## config.mk

```make
export PLATFORM = sky130hd
export DESIGN_NAME = mult_scheduler_flat
export DESIGN_NICKNAME = d
export VERILOG_FILES = /design/src/rtl/mult_scheduler_if.sv /design/src/rtl/mult_scheduler.sv /design/src/flat_wrapper.sv
export SDC_FILE = /design/constraint.sdc
export NUM_CORES = 1
export LEC_CHECK = 0
export CORE_UTILIZATION = 38
export DETAILED_ROUTE_END_ITERATION = 7
export GPL_TIMING_DRIVEN = 0
export PLACE_DENSITY = 0.86
export REMOVE_ABC_BUFFERS = 1
export SLEW_MARGIN = 20
export SYNTH_ARGS = -nofsm -noshare
export SYNTH_HDL_FRONTEND = slang
export SYNTH_SLANG_ARGS = --single-unit
```

## constraint.sdc

```tcl
create_clock -name clk -period 2.1 [get_ports clk]
set_clock_uncertainty 0.1 [all_clocks]
set_input_delay 0.42 -clock clk [delete_from_list [all_inputs] [get_ports clk]]
set_output_delay 0.42 -clock clk [all_outputs]
set_load 0.01 [all_outputs]
```

## src/rtl/mult_scheduler_if.sv

```systemverilog
// Bundle of requester-side and multiplier-side signals for mult_scheduler.
// The scheduler takes the slave modport; clients plus the multiplier sit on master.
interface mult_scheduler_if #(
    parameter int N_REQ = 4,
    parameter int WIDTH = 4
);
    logic [N_REQ-1:0]       req;
    logic [N_REQ*WIDTH-1:0] op_a;
    logic [N_REQ*WIDTH-1:0] op_b;
    logic [N_REQ-1:0]       gnt;
    logic [N_REQ-1:0]       done;
    logic [2*WIDTH-1:0]     result;
    logic                   busy;
    logic                   mul_start;
    logic [WIDTH-1:0]       mul_multiplicand;
    logic [WIDTH-1:0]       mul_multiplier;
    logic [2*WIDTH-1:0]     mul_product;

    modport slave (
        input  req, op_a, op_b, mul_product,
        output gnt, done, result, busy, mul_start, mul_multiplicand, mul_multiplier
    );

    modport master (
        output req, op_a, op_b, mul_product,
        input  gnt, done, result, busy, mul_start, mul_multiplicand, mul_multiplier
    );
endinterface

```

## src/rtl/mult_scheduler.sv

```systemverilog
// Round-robin scheduler sharing one external shift-add multiplier among N_REQ clients.
// Optional MULT_SCHED_ZERO_BYPASS_EN: zero operands skip the multiplier and finish at once.
module mult_scheduler #(
    parameter int N_REQ   = 4,
    parameter int WIDTH   = 4,
    parameter int MUL_LAT = 5
) (
    input  logic            clk,
    input  logic            rst,
    mult_scheduler_if.slave bus
);
    localparam int IW = (N_REQ > 1) ? $clog2(N_REQ) : 1;
    localparam int CW = (MUL_LAT > 1) ? $clog2(MUL_LAT) : 1;

    typedef enum logic [1:0] {IDLE, RUN, DONE} state_t;

    state_t             state, state_n;
    logic [IW-1:0]      idx, last, win;
    logic               found;
    logic [CW-1:0]      cnt;
    logic [WIDTH-1:0]   a_q, b_q, sel_a, sel_b;
    logic [2*WIDTH-1:0] result_q;
    logic [N_REQ-1:0]   onehot;
    logic               last_cycle;

    // Search starts just after the previous winner, so a repeat requester ranks last.
    always_comb begin
        win   = '0;
        found = 1'b0;
        for (int k = 1; k <= N_REQ; k++) begin
            if (!found && bus.req[(int'(last) + k) % N_REQ]) begin
                found = 1'b1;
                win   = IW'((int'(last) + k) % N_REQ);
            end
        end
    end

    assign sel_a      = bus.op_a[win*WIDTH +: WIDTH];
    assign sel_b      = bus.op_b[win*WIDTH +: WIDTH];
    assign last_cycle = (cnt == CW'(MUL_LAT - 1));

`ifdef MULT_SCHED_ZERO_BYPASS_EN
    logic zero_op;
    assign zero_op = (sel_a == '0) || (sel_b == '0);
`endif

    always_ff @(posedge clk) begin
        if (rst) state <= IDLE;
        else     state <= state_n;
    end

    always_comb begin
        state_n = state;
        case (state)
            IDLE: begin
                if (found) begin
`ifdef MULT_SCHED_ZERO_BYPASS_EN
                    state_n = zero_op ? DONE : RUN;
`else
                    state_n = RUN;
`endif
                end
            end
            RUN:     if (last_cycle) state_n = DONE;
            DONE:    state_n = IDLE;
            default: state_n = IDLE;
        endcase
    end

    always_ff @(posedge clk) begin
        if (rst) begin
            idx      <= '0;
            last     <= IW'(N_REQ - 1);
            cnt      <= '0;
            a_q      <= '0;
            b_q      <= '0;
            result_q <= '0;
        end else begin
            case (state)
                IDLE: begin
                    if (found) begin
                        idx <= win;
                        a_q <= sel_a;
                        b_q <= sel_b;
                        cnt <= '0;
`ifdef MULT_SCHED_ZERO_BYPASS_EN
                        if (zero_op) begin
                            result_q <= '0;
                            last     <= win;
                        end
`endif
                    end
                end
                RUN: begin
                    cnt <= cnt + CW'(1);
                    if (last_cycle) begin
                        result_q <= bus.mul_product;
                        last     <= idx;
                    end
                end
                default: ;
            endcase
        end
    end

    assign onehot               = N_REQ'(1) << idx;
    assign bus.gnt              = (state != IDLE) ? onehot : '0;
    assign bus.done             = (state == DONE) ? onehot : '0;
    assign bus.busy             = (state != IDLE);
    assign bus.mul_start        = (state == RUN);
    assign bus.mul_multiplicand = a_q;
    assign bus.mul_multiplier   = b_q;
    assign bus.result           = result_q;
endmodule

```

## src/flat_wrapper.sv

```systemverilog
// flat-port wrapper written by rule: the top's interface ports become plain ports
module mult_scheduler_flat 
#(
    parameter int N_REQ   = 4,
    parameter int WIDTH   = 4,
    parameter int MUL_LAT = 5
)
  (clk, rst, bus_req, bus_op_a, bus_op_b, bus_mul_product, bus_gnt, bus_done, bus_result, bus_busy, bus_mul_start, bus_mul_multiplicand, bus_mul_multiplier);
  mult_scheduler_if #(.N_REQ(N_REQ), .WIDTH(WIDTH)) bus_i ();
  input  logic clk;
  input  logic rst;
  input wire logic [$bits(bus_i.req)-1:0] bus_req;
  input wire logic [$bits(bus_i.op_a)-1:0] bus_op_a;
  input wire logic [$bits(bus_i.op_b)-1:0] bus_op_b;
  input wire logic [$bits(bus_i.mul_product)-1:0] bus_mul_product;
  output wire logic [$bits(bus_i.gnt)-1:0] bus_gnt;
  output wire logic [$bits(bus_i.done)-1:0] bus_done;
  output wire logic [$bits(bus_i.result)-1:0] bus_result;
  output wire logic [$bits(bus_i.busy)-1:0] bus_busy;
  output wire logic [$bits(bus_i.mul_start)-1:0] bus_mul_start;
  output wire logic [$bits(bus_i.mul_multiplicand)-1:0] bus_mul_multiplicand;
  output wire logic [$bits(bus_i.mul_multiplier)-1:0] bus_mul_multiplier;
  assign bus_i.req = bus_req;
  assign bus_i.op_a = bus_op_a;
  assign bus_i.op_b = bus_op_b;
  assign bus_i.mul_product = bus_mul_product;
  assign bus_gnt = bus_i.gnt;
  assign bus_done = bus_i.done;
  assign bus_result = bus_i.result;
  assign bus_busy = bus_i.busy;
  assign bus_mul_start = bus_i.mul_start;
  assign bus_mul_multiplicand = bus_i.mul_multiplicand;
  assign bus_mul_multiplier = bus_i.mul_multiplier;
  mult_scheduler #(.N_REQ(N_REQ), .WIDTH(WIDTH), .MUL_LAT(MUL_LAT)) u_core (.clk(clk), .rst(rst), .bus(bus_i));
endmodule
```

==> Yosys cells after proc, flatten, opt, wreduce, memory -nomap -nowiden <==
Cells that the tools add are included.
{ "op_classes": {"add_sub_neg": 5, "n_lt_le_gt_ge": 4, "eq_ne": 5, "shift": 3, "muxes": 27, "n_bitwise": 4, "n_reduce_logical": 17} }
{ "ops": {"columns": ["operator", "count"], "rows": [
  ["$shiftx 16x5->4", 2],
  ["$lt 3x4->1 const B", 4],
  ["$mux 1", 12],
  ["$mux 2", 6],
  ["$bmux 1 s2", 4],
  ["$mux 4", 2],
  ["$reduce_and 2->1", 4],
  ["$reduce_or 2->1", 4],
  ["$pmux 3 s2", 1],
  ["$add 2x1->2 const B", 2],
  ["$add 2x2->2 const B", 2],
  ["$and 1x1->1 const A", 4],
  ["$ne 2x1->1 const B", 2],
  ["$pmux 2 s2", 1],
  ["$reduce_bool 2->1", 2],
  ["$shl 1x2->4 const A", 1],
  ["$add 3x1->3 const B", 1],
  ["$eq 3x3->1 const B", 1],
  ["$logic_and 1x1->1", 3],
  ["$logic_not 1->1", 3],
  ["$mux 3", 1],
  ["$eq 2x1->1 const B", 1],
  ["$eq 2x2->1 const B", 1],
  ["$logic_not 2->1", 1]
]} }
{ "totals": {"ff_bits": 25, "input_bits": 46, "out_inout_bits": 26, "word_cells": 72} }

==> Logic depth before layout (Yosys ltp) <==
Gate-level depths: netlist of the first run.
{ "depth": {"word_depth": 18, "depth_mapped": 7, "ltp_nobuf": 6} }

==> Worst setup path after synthesis of the first run <==
OpenSTA, ideal clock, no wires.
{ "synth_timing": {"path_type": "register -> register", "startpoint": "register u_core.last[1]", "endpoint": "register u_core.a_q[0], in the netlist u_core.bus.mul_multiplicand[0]", "setup_ns": 0.116, "t_arrival_ns": 1.627, "required_time_ns": 1.884, "slack_ns": 0.257, "stages_incl_launch_ff": 8, "path_buffers": 2, "synth_period_minus_slack_ns": 1.843, "cell_sequence": "dfxtp_1 > buf_6 > mux2i_1 > o32a_4 > nor2b_4 > buf_12 > mux2_4 > o211a_1"} }
{ "synth_between": {"elab_chain_len": 15, "elab_cells_between_ends": 32, "cone_classes": "4 x add/sub; 1 x shift; 20 x mux; 7 x reduce/logical"} }
{ "synth_lines": {"columns": ["item", "line", "rtl"], "rows": [
  ["start: declaration", "mult_scheduler.sv:18", "logic [IW-1:0] idx, last, win;"],
  ["start signal: assignment", "mult_scheduler.sv:73", "last <= IW'(N_REQ - 1);"],
  ["start signal: assignment", "mult_scheduler.sv:98", "last <= idx;"],
  ["$add 2x1->2", "mult_scheduler.sv:31, mult_scheduler.sv:33", null],
  ["$bmux 1 s2", "mult_scheduler.sv:31", "if (!found && bus.req[(int'(last) + k) % N_REQ]) begin"],
  ["$mux 1 (implied by the code) (2 in series)", "mult_scheduler.sv:31", null],
  ["$mux 1", "mult_scheduler.sv:31", null],
  ["$logic_not 1->1", "mult_scheduler.sv:31", null],
  ["$logic_and 1x1->1", "mult_scheduler.sv:31", null],
  ["$mux 1", "mult_scheduler.sv:31", null],
  ["$logic_not 1->1", "mult_scheduler.sv:31", null],
  ["$logic_and 1x1->1", "mult_scheduler.sv:31", null],
  ["$mux 1", "mult_scheduler.sv:31", null],
  ["$logic_not 1->1", "mult_scheduler.sv:31", null],
  ["$logic_and 1x1->1", "mult_scheduler.sv:31", null],
  ["$mux 2 / $mux 1 (equally long branches)", "mult_scheduler.sv:31", null],
  ["$shiftx 16x5->4 / $reduce_and 2->1 (equally long branches)", null, null],
  ["end signal: assignment", "mult_scheduler.sv:83", "a_q <= sel_a;"],
  ["end: declaration", "mult_scheduler.sv:21", "logic [WIDTH-1:0] a_q, b_q, sel_a, sel_b;"]
]} }
Parallel ways exist; a longest one is shown, timed or not. The select of a mux whose other input is x is not followed.
A chain may end at the register's enable or synchronous reset.

==> Worst setup path after layout of the first run <==
{ "layout_timing": {"startpoint": "register u_core.state[0]", "endpoint": "output bus_done[2]"} }
{ "layout_between": {"elab_chain_len": 2} }
{ "layout_lines": {"columns": ["item", "line", "rtl"], "rows": [
  ["start: declaration", "mult_scheduler.sv:17", "state_t state, state_n;"],
  ["start signal: assignment", "mult_scheduler.sv:49", "else state <= state_n;"],
  ["$eq 2x2->1", "mult_scheduler.sv:108", "assign bus.done = (state == DONE) ? onehot : '0;"],
  ["$mux 4", "mult_scheduler.sv:108", null],
  ["end: declaration", "flat_wrapper.sv:17", "output wire logic [$bits(bus_i.done)-1:0] bus_done;"]
]} }
Every way passes these cells.

==> flow_metrics.env, run 1 <==
export IMPL_status="finished clean"
export IMPL_avgSynthCellArea_um2=8.57
export IMPL_synth_seq_cells=25
export IMPL_grt_total_usage_pct=20.2
export IMPL_area_growth_pct=58.6
export IMPL_vias=1456
export IMPL_diodes=0
export IMPL_relSlewSlack_pct=37.5
export IMPL_power_density_nw_per_um2=502
export IMPL_start_kind="flip-flop"
export IMPL_yosysSeqAreaShare_pct=34.5
export IMPL_grt_pass1_vias=1430
export IMPL_cap_violations=0
export IMPL_final_hold_worst_slack_ns=0.362
export IMPL_ys_flop_type="dfxtp_1"
export IMPL_pin_count=72
export IMPL_fin_crit_ns=2.03
export IMPL_final_common_cell="clkdlybuf4s50_1"
export IMPL_finalMaxSlewViolations=0
export IMPL_htree_num_levels=1
export IMPL_die_w_um=63.8
export IMPL_crit_chain="nand2b_1, nor2_1, clkdlybuf4s50_1"
export IMPL_min_period_over_period_pct=96.9
export IMPL_finish_utilization_pct=62.8
export IMPL_cts_hold_buf=0
export IMPL_hold_violations=0
export IMPL_nFillCells=321
export IMPL_cellLeakagePower_nw=1.01
export IMPL_clk_latency_ns=0.28
export IMPL_gp_congestion=0.755
export IMPL_dr_pass1_iters=4
export IMPL_async_flop_share_pct=0
export IMPL_detail_route_antenna_nets=0
export IMPL_worst_pin_slew_ns=0.936
export IMPL_yosysWarnings=0
export IMPL_ir_worst_vdd_mv=0.393
export IMPL_die_h_um=63.8
export IMPL_cts_sinks=25
export IMPL_rows=22
export IMPL_grt_max_degree=28
export IMPL_final_cell_mix="62 x clkdlybuf4s50_1, 27 x nand2_1, 24 x nor2_1"
export IMPL_timing_final_ws_setup_ns=0.0654
export IMPL_routed_wl_um=3840
export IMPL_slowest_delay_ns=0.55
export IMPL_netlist_instances=169
export IMPL_cts_made_buffers=3
export IMPL_dp_hpwl_um=2740
export IMPL_synth_cell_types=39
export IMPL_crit_required_ns=1.58
export IMPL_viasPerCell=5.04
export IMPL_tritoncts="built"
export IMPL_synth_area_leaders="dfxtp_1 35%, nand2_1 7.0%, nor2_1 6.5%, a21oi_1 4.8%, mux2i_1 4.8%"
export IMPL_arrival_ns=1.51
export IMPL_pre_cts_ws_ns=-0.516
export IMPL_grt_pass1_wl_um=6370
export IMPL_worst_hold_path_type="flip-flop to flip-flop"
export IMPL_wire_per_inst_um=13.3
export IMPL_path_max_fanout=4
export IMPL_core_area_um2=3660
export IMPL_yosysTopAreaCell="dfxtp_1"
export IMPL_overflow=0
export IMPL_synth_edf_count=0
export IMPL_start_util_pct=39.6
export IMPL_drt_iter0_drc=80
export IMPL_crit_type="flip-flop to primary output"
export IMPL_rsz0062_at_grt="true"
export IMPL_critPathSlowestCell="clkdlybuf4s50_1"
export IMPL_cp_end_kind="primary output"
export IMPL_finalSetupViolations=0
export IMPL_crit_family="buffers and inverters"
export IMPL_final_layout_size_suffix_gt1_share_pct=14.1
export IMPL_nNetsFinal=290
export IMPL_root_buffer="clkbuf_8"
export IMPL_clock_path_buffers=2
export IMPL_drc=0
export IMPL_synth_top_cell_area_share_pct=34.5
export IMPL_worst_path_buf_inv=1
export IMPL_portBuffers=71
export IMPL_max_freq_mhz=492
export IMPL_dieArea_um2=4060
export IMPL_antenna_found_initial=0
export IMPL_clk_pin_slew_worst_paths_ns=0.10
export IMPL_netlist_area_um2=1450
==> where the power goes <==
| part | total [W] | switching (W) | internal [W] |
|---|---|---|---|
| Sequential | 0.000518 | 0.0000180 | 0.000500 |
| Combinational | 0.000326 | 0.000129 | 0.000197 |
| Clock | 0.000310 | 0.000170 | 0.000140 |
==> area by class of cell <==
| class | instances | area (µm²) | area share [%] |
|---|---|---|---|
| multi-input cells | 130 | 903 | 39.3 |
| repair buffers | 76 | 759 | 33.0 |
| flip-flops and latches | 25 | 503 | 21.9 |
| well taps | 48 | 60.1 | 2.61 |
| clock buffers | 3 | 41.3 | 1.80 |
| inverters | 6 | 22.5 | 0.980 |
| clock inverters | 1 | 8.76 | 0.381 |
==> worst reg2reg max path, delay by kind of cell (launching register included) <==
family           cells  cell delay [ns]
multiplexers         2             0.63
AND/OR/NAND/NOR      1             0.27
AO/OA/AOI/OAI        2             0.40
flip-flops           1             0.48
==> final timing paths <==
| kind | startpoint | to | slack (ns) | cells after the start |
|---|---|---|---|---|
| hold reg to reg | u_core.bus.result[7]$_SDFFE_PP0P_ | u_core.bus.result[7]$_SDFFE_PP0P_ | 0.36 | 2 |
| hold / removal | u_core.bus.result[7]$_SDFFE_PP0P_ | u_core.bus.result[7]$_SDFFE_PP0P_ | 0.36 | 2 |
| setup / recovery | u_core.state[0]$_SDFFE_PP0P_ | bus_done[2] | 0.07 | 3 |
| setup reg to reg | u_core.last[1]$_SDFFE_PP1P_ | u_core.bus.mul_multiplier[1]$_SDFFE_PP0P_ | 0.13 | 5 |
==> timing repair <==
action                                  4_1_cts  5_1_grt
gates cloned                                  0        0
resized for setup                             8       13
endpoints found under the setup margin       16       15
pin swaps                                     1        0
setup buffers                                 2        3
==> flip-flops by register name (all words and copies together), names as in the netlist <==
register,flops
u_core.bus.result,8
u_core.bus.mul_multiplicand,4
u_core.bus.mul_multiplier,4
u_core.cnt,3
u_core.idx,2
u_core.last,2
u_core.state,2
==> metrics by stage <==
| step | instance area (µm²) | TNS (ns) | instances | total power [W] |
|---|---|---|---|---|
| 2_1_floorplan | 1390 | 0 | 161 | 0.000663 |
| 3_3_place_gp | 2160 | -4.75 | 280 | 0.000828 |
| 3_5_place_dp | 2160 | -5.14 | 280 | 0.000834 |
| 4_1_cts | 2230 | 0 | 286 | 0.00115 |
| 5_1_grt | 2300 | -0.0230 | 289 | 0.00121 |
| 6_report | 2300 | 0 | 289 | 0.00115 |
==> routing by layer <==
| layer | global-route usage, % | vias to the layer above | wire length [µm] |
|---|---|---|---|
| met5 | 0 | - | 0 |
| met4 | 7.67 | 0 | 58 |
| met3 | 6.25 | 5 | 345 |
| met2 | 35.2 | 59 | 1790 |
| met1 | 22.8 | 657 | 1640 |
| li1 | - | 735 | - |
==> kinds of logic after synthesis <==
logic type               count (synthesis)  synth area share, %
flip-flops                              25                 34.5
adder cells (fa/ha/maj)                  2                 1.73
buffers and inverters                   14                 5.96
multiplexers                            12                 9.76
AO/OA/AOI/OAI                           36                 20.8
AND/OR/NAND/NOR                         80                 27.2
==> synthesized netlist by cell type (2+ instances only) <==
| library cell | instances |
|---|---|
| a21oi_1 | 14 |
| a221o_2 | 4 |
| and2b_1 | 4 |
| and2b_2 | 2 |
| clkbuf_1 | 3 |
| dfxtp_1 | 25 |
| ha_1 | 2 |
| inv_1 | 5 |
| mux2_4 | 4 |
| mux2i_1 | 7 |
| nand2_1 | 27 |
| nand2b_1 | 6 |
| nand3_1 | 2 |
| nand3b_1 | 6 |
| nor2_1 | 25 |
| nor3_1 | 2 |
| o211a_1 | 5 |
| o21ai_0 | 2 |
| o221ai_1 | 3 |
| o31ai_1 | 2 |
Note: power is estimated with default switching activity, not from simulation.
==> run 2, diff against run 1 <==
--- a/config.mk
+++ b/config.mk
@@ -5,10 +5,13 @@
 export SDC_FILE = /design/constraint.sdc
 export NUM_CORES = 1
 export LEC_CHECK = 0
+export CORE_ASPECT_RATIO = 1.1
 export CORE_UTILIZATION = 38
+export CTS_CLUSTER_DIAMETER = 100
 export DETAILED_ROUTE_END_ITERATION = 7
 export GPL_TIMING_DRIVEN = 0
 export PLACE_DENSITY = 0.86
+export RECOVER_POWER = 50
 export REMOVE_ABC_BUFFERS = 1
 export SLEW_MARGIN = 20
 export SYNTH_ARGS = -nofsm -noshare
==> flow_metrics.env, run 2 (same netlist as run 1, synthesis figures left out) <==
export IMPL_min_period_over_period_pct=97.0
export IMPL_viasPerCell=4.92
export IMPL_clock_path_buffers=2
export IMPL_crit_type="flip-flop to primary output"
export IMPL_die_h_um=66.8
export IMPL_min_to="u_core.bus.result[5]$_SDFFE_PP0P_"
export IMPL_r2r_start="u_core.last[1]$_SDFFE_PP1P_"
export IMPL_clk_pin_slew_worst_paths_ns=0.08
export IMPL_vias=1437
export IMPL_area_growth_pct=57.8
export IMPL_drc=0
export IMPL_diodes=0
export IMPL_dr_pass1_iters=4
export IMPL_cts_sinks=25
export IMPL_finalMaxSlewViolations=0
export IMPL_wire_per_inst_um=13.7
export IMPL_final_cell_mix="64 x clkdlybuf4s50_1, 27 x nand2_1, 24 x nor2_1"
export IMPL_rr_worst_depth=5
export IMPL_core_area_um2=3650
export IMPL_cp_end_kind="primary output"
export IMPL_path_max_fanout=5
export IMPL_dieArea_um2=4060
export IMPL_cellLeakagePower_nw=0.995
export IMPL_critPathSlowestCell="clkdlybuf4s50_1"
export IMPL_tritoncts="built"
export IMPL_worst_hold_path_type="flip-flop to flip-flop"
export IMPL_start_util_pct=39.6
export IMPL_htree_num_levels=1
export IMPL_drt_iter0_drc=36
export IMPL_die_w_um=60.9
export IMPL_dpl_cell_area_um2=2160
export IMPL_final_cells=292
export IMPL_status="finished clean"
export IMPL_slowest_delay_ns=0.54
export IMPL_cts_made_buffers=3
export IMPL_power_density_nw_per_um2=497
export IMPL_arrival_ns=1.52
export IMPL_r2r_end="u_core.bus.mul_multiplier[1]$_SDFFE_PP0P_"
export IMPL_finalSetupViolations=0
export IMPL_start_kind="flip-flop"
export IMPL_crit_chain="nand2b_1, inv_2, clkdlybuf4s50_1"
export IMPL_ir_worst_vdd_mv=0.337
export IMPL_nNetsFinal=291
export IMPL_clk_latency_ns=0.27
export IMPL_final_common_cell="clkdlybuf4s50_1"
export IMPL_overflow=0
export IMPL_place_inst=282
export IMPL_root_buffer="clkbuf_8"
export IMPL_min_from="u_core.bus.result[5]$_SDFFE_PP0P_"
export IMPL_worst_pin_slew_ns=0.965
export IMPL_detail_route_antenna_nets=0
export IMPL_rrSetupSlack_ns=0.18
export IMPL_rows=23
export IMPL_fin_crit_ns=2.04
export IMPL_relSlewSlack_pct=35.6
export IMPL_max_freq_mhz=491
export IMPL_design_area_um2=2290
export IMPL_portBuffers=71
export IMPL_largest_register_ffs=8
export IMPL_antenna_found_initial=0
export IMPL_grt_total_usage_pct=20.9
export IMPL_pin_count=72
export IMPL_routed_wl_um=4000
export IMPL_crit_required_ns=1.58
export IMPL_final_layout_size_suffix_gt1_share_pct=13.6
export IMPL_hold_violations=0
export IMPL_worstHoldPathCells=2
export IMPL_grt_pass1_wl_um=6270
export IMPL_cap_violations=0
export IMPL_grt_pass1_vias=1478
export IMPL_dp_hpwl_um=2850
export IMPL_grt_max_degree=28
export IMPL_gp_congestion=0.770
run 2: worst max-delay path by stage:
| stage | endpoint | cells after the start | from | slack [ns] |
|---|---|---|---|---|
| 6_report | bus_mul_start | 3 | u_core.state[1]$_SDFFE_PP0P_ | 0.06 |
| 3_5_place_dp | u_core.bus.mul_multiplicand[1]$_SDFFE_PP0P_ | 5 | bus_req[2] | -0.52 |
| 4_1_cts | bus_mul_start | 3 | u_core.state[1]$_SDFFE_PP0P_ | 0.003 |
| 5_1_grt | bus_mul_start | 3 | u_core.state[1]$_SDFFE_PP0P_ | -0.007 |
| 2_1_floorplan | u_core.bus.mul_multiplier[1]$_SDFFE_PP0P_ | 5 | u_core.last[1]$_SDFFE_PP1P_ | 0.12 |
| 3_3_place_gp | u_core.bus.mul_multiplier[2]$_SDFFE_PP0P_ | 5 | bus_req[2] | -0.50 |
run 2: repair_timing:
action / in CTS / in global routing
hold buffers: 0 / 0
buffers inserted: 4 / 2
pin swaps: 1 / 0
resized for setup: 6 / 12
endpoints found under the setup margin: 15 / 11
endpoints found under the hold margin: 0 / 0
gates cloned: 0 / 0
run 2: per-stage QoR:
| step | utilization (%) | total power [W] | setup TNS (ns) | setup WS [ns] | hold WS (ns) |
|---|---|---|---|---|---|
| after detailed placement | 59.1 | 0.000836 | -5.14 | -0.521 | 0.348 |
| after CTS | 61.3 | 0.00113 | 0 | 0.00331 | 0.359 |
| after global routing | 62.5 | 0.00119 | -0.00739 | -0.00739 | 0.391 |
| final | 62.5 | 0.00114 | 0 | 0.0628 | 0.355 |
| after global placement | 59.1 | 0.000829 | -4.79 | -0.504 | 0.341 |
| after floorplan | - | 0.000663 | 0 | 0.120 | 0.358 |
run 2: layer usage:
metal	GRT usage [%]	vias to the layer above	wire (µm)
met2	36.4	60	1880
met3	4.85	7	331
met5	0	-	0
met1	24.1	636	1730
met4	8.52	0	62
li1	-	734	-
run 2: cell type report:
type | count | area [µm²]
Clock buffer | 4 | 45.0
Fill cell | 331 | 1370
Sequential cell | 25 | 503
Multi-Input combinational cell | 130 | 883
Tap cell | 50 | 62.6
Inverter | 6 | 22.5
Timing Repair Buffer | 77 | 769
run 2: critical path: cells and delay by family, from the launching register on:
family | cells | cell delay (ns)
DFF | 1 | 0.35
buffers and inverters | 2 | 0.66
and+or+nand+nor | 1 | 0.23
run 2: report_power, final:
part | total, W | internal (W) | switching [W]
combinational | 0.000328 | 0.000198 | 0.000130
clock | 0.000292 | 0.000136 | 0.000155
sequential | 0.000517 | 0.000499 | 0.0000182
total | 0.00114 | 0.000833 | 0.000303
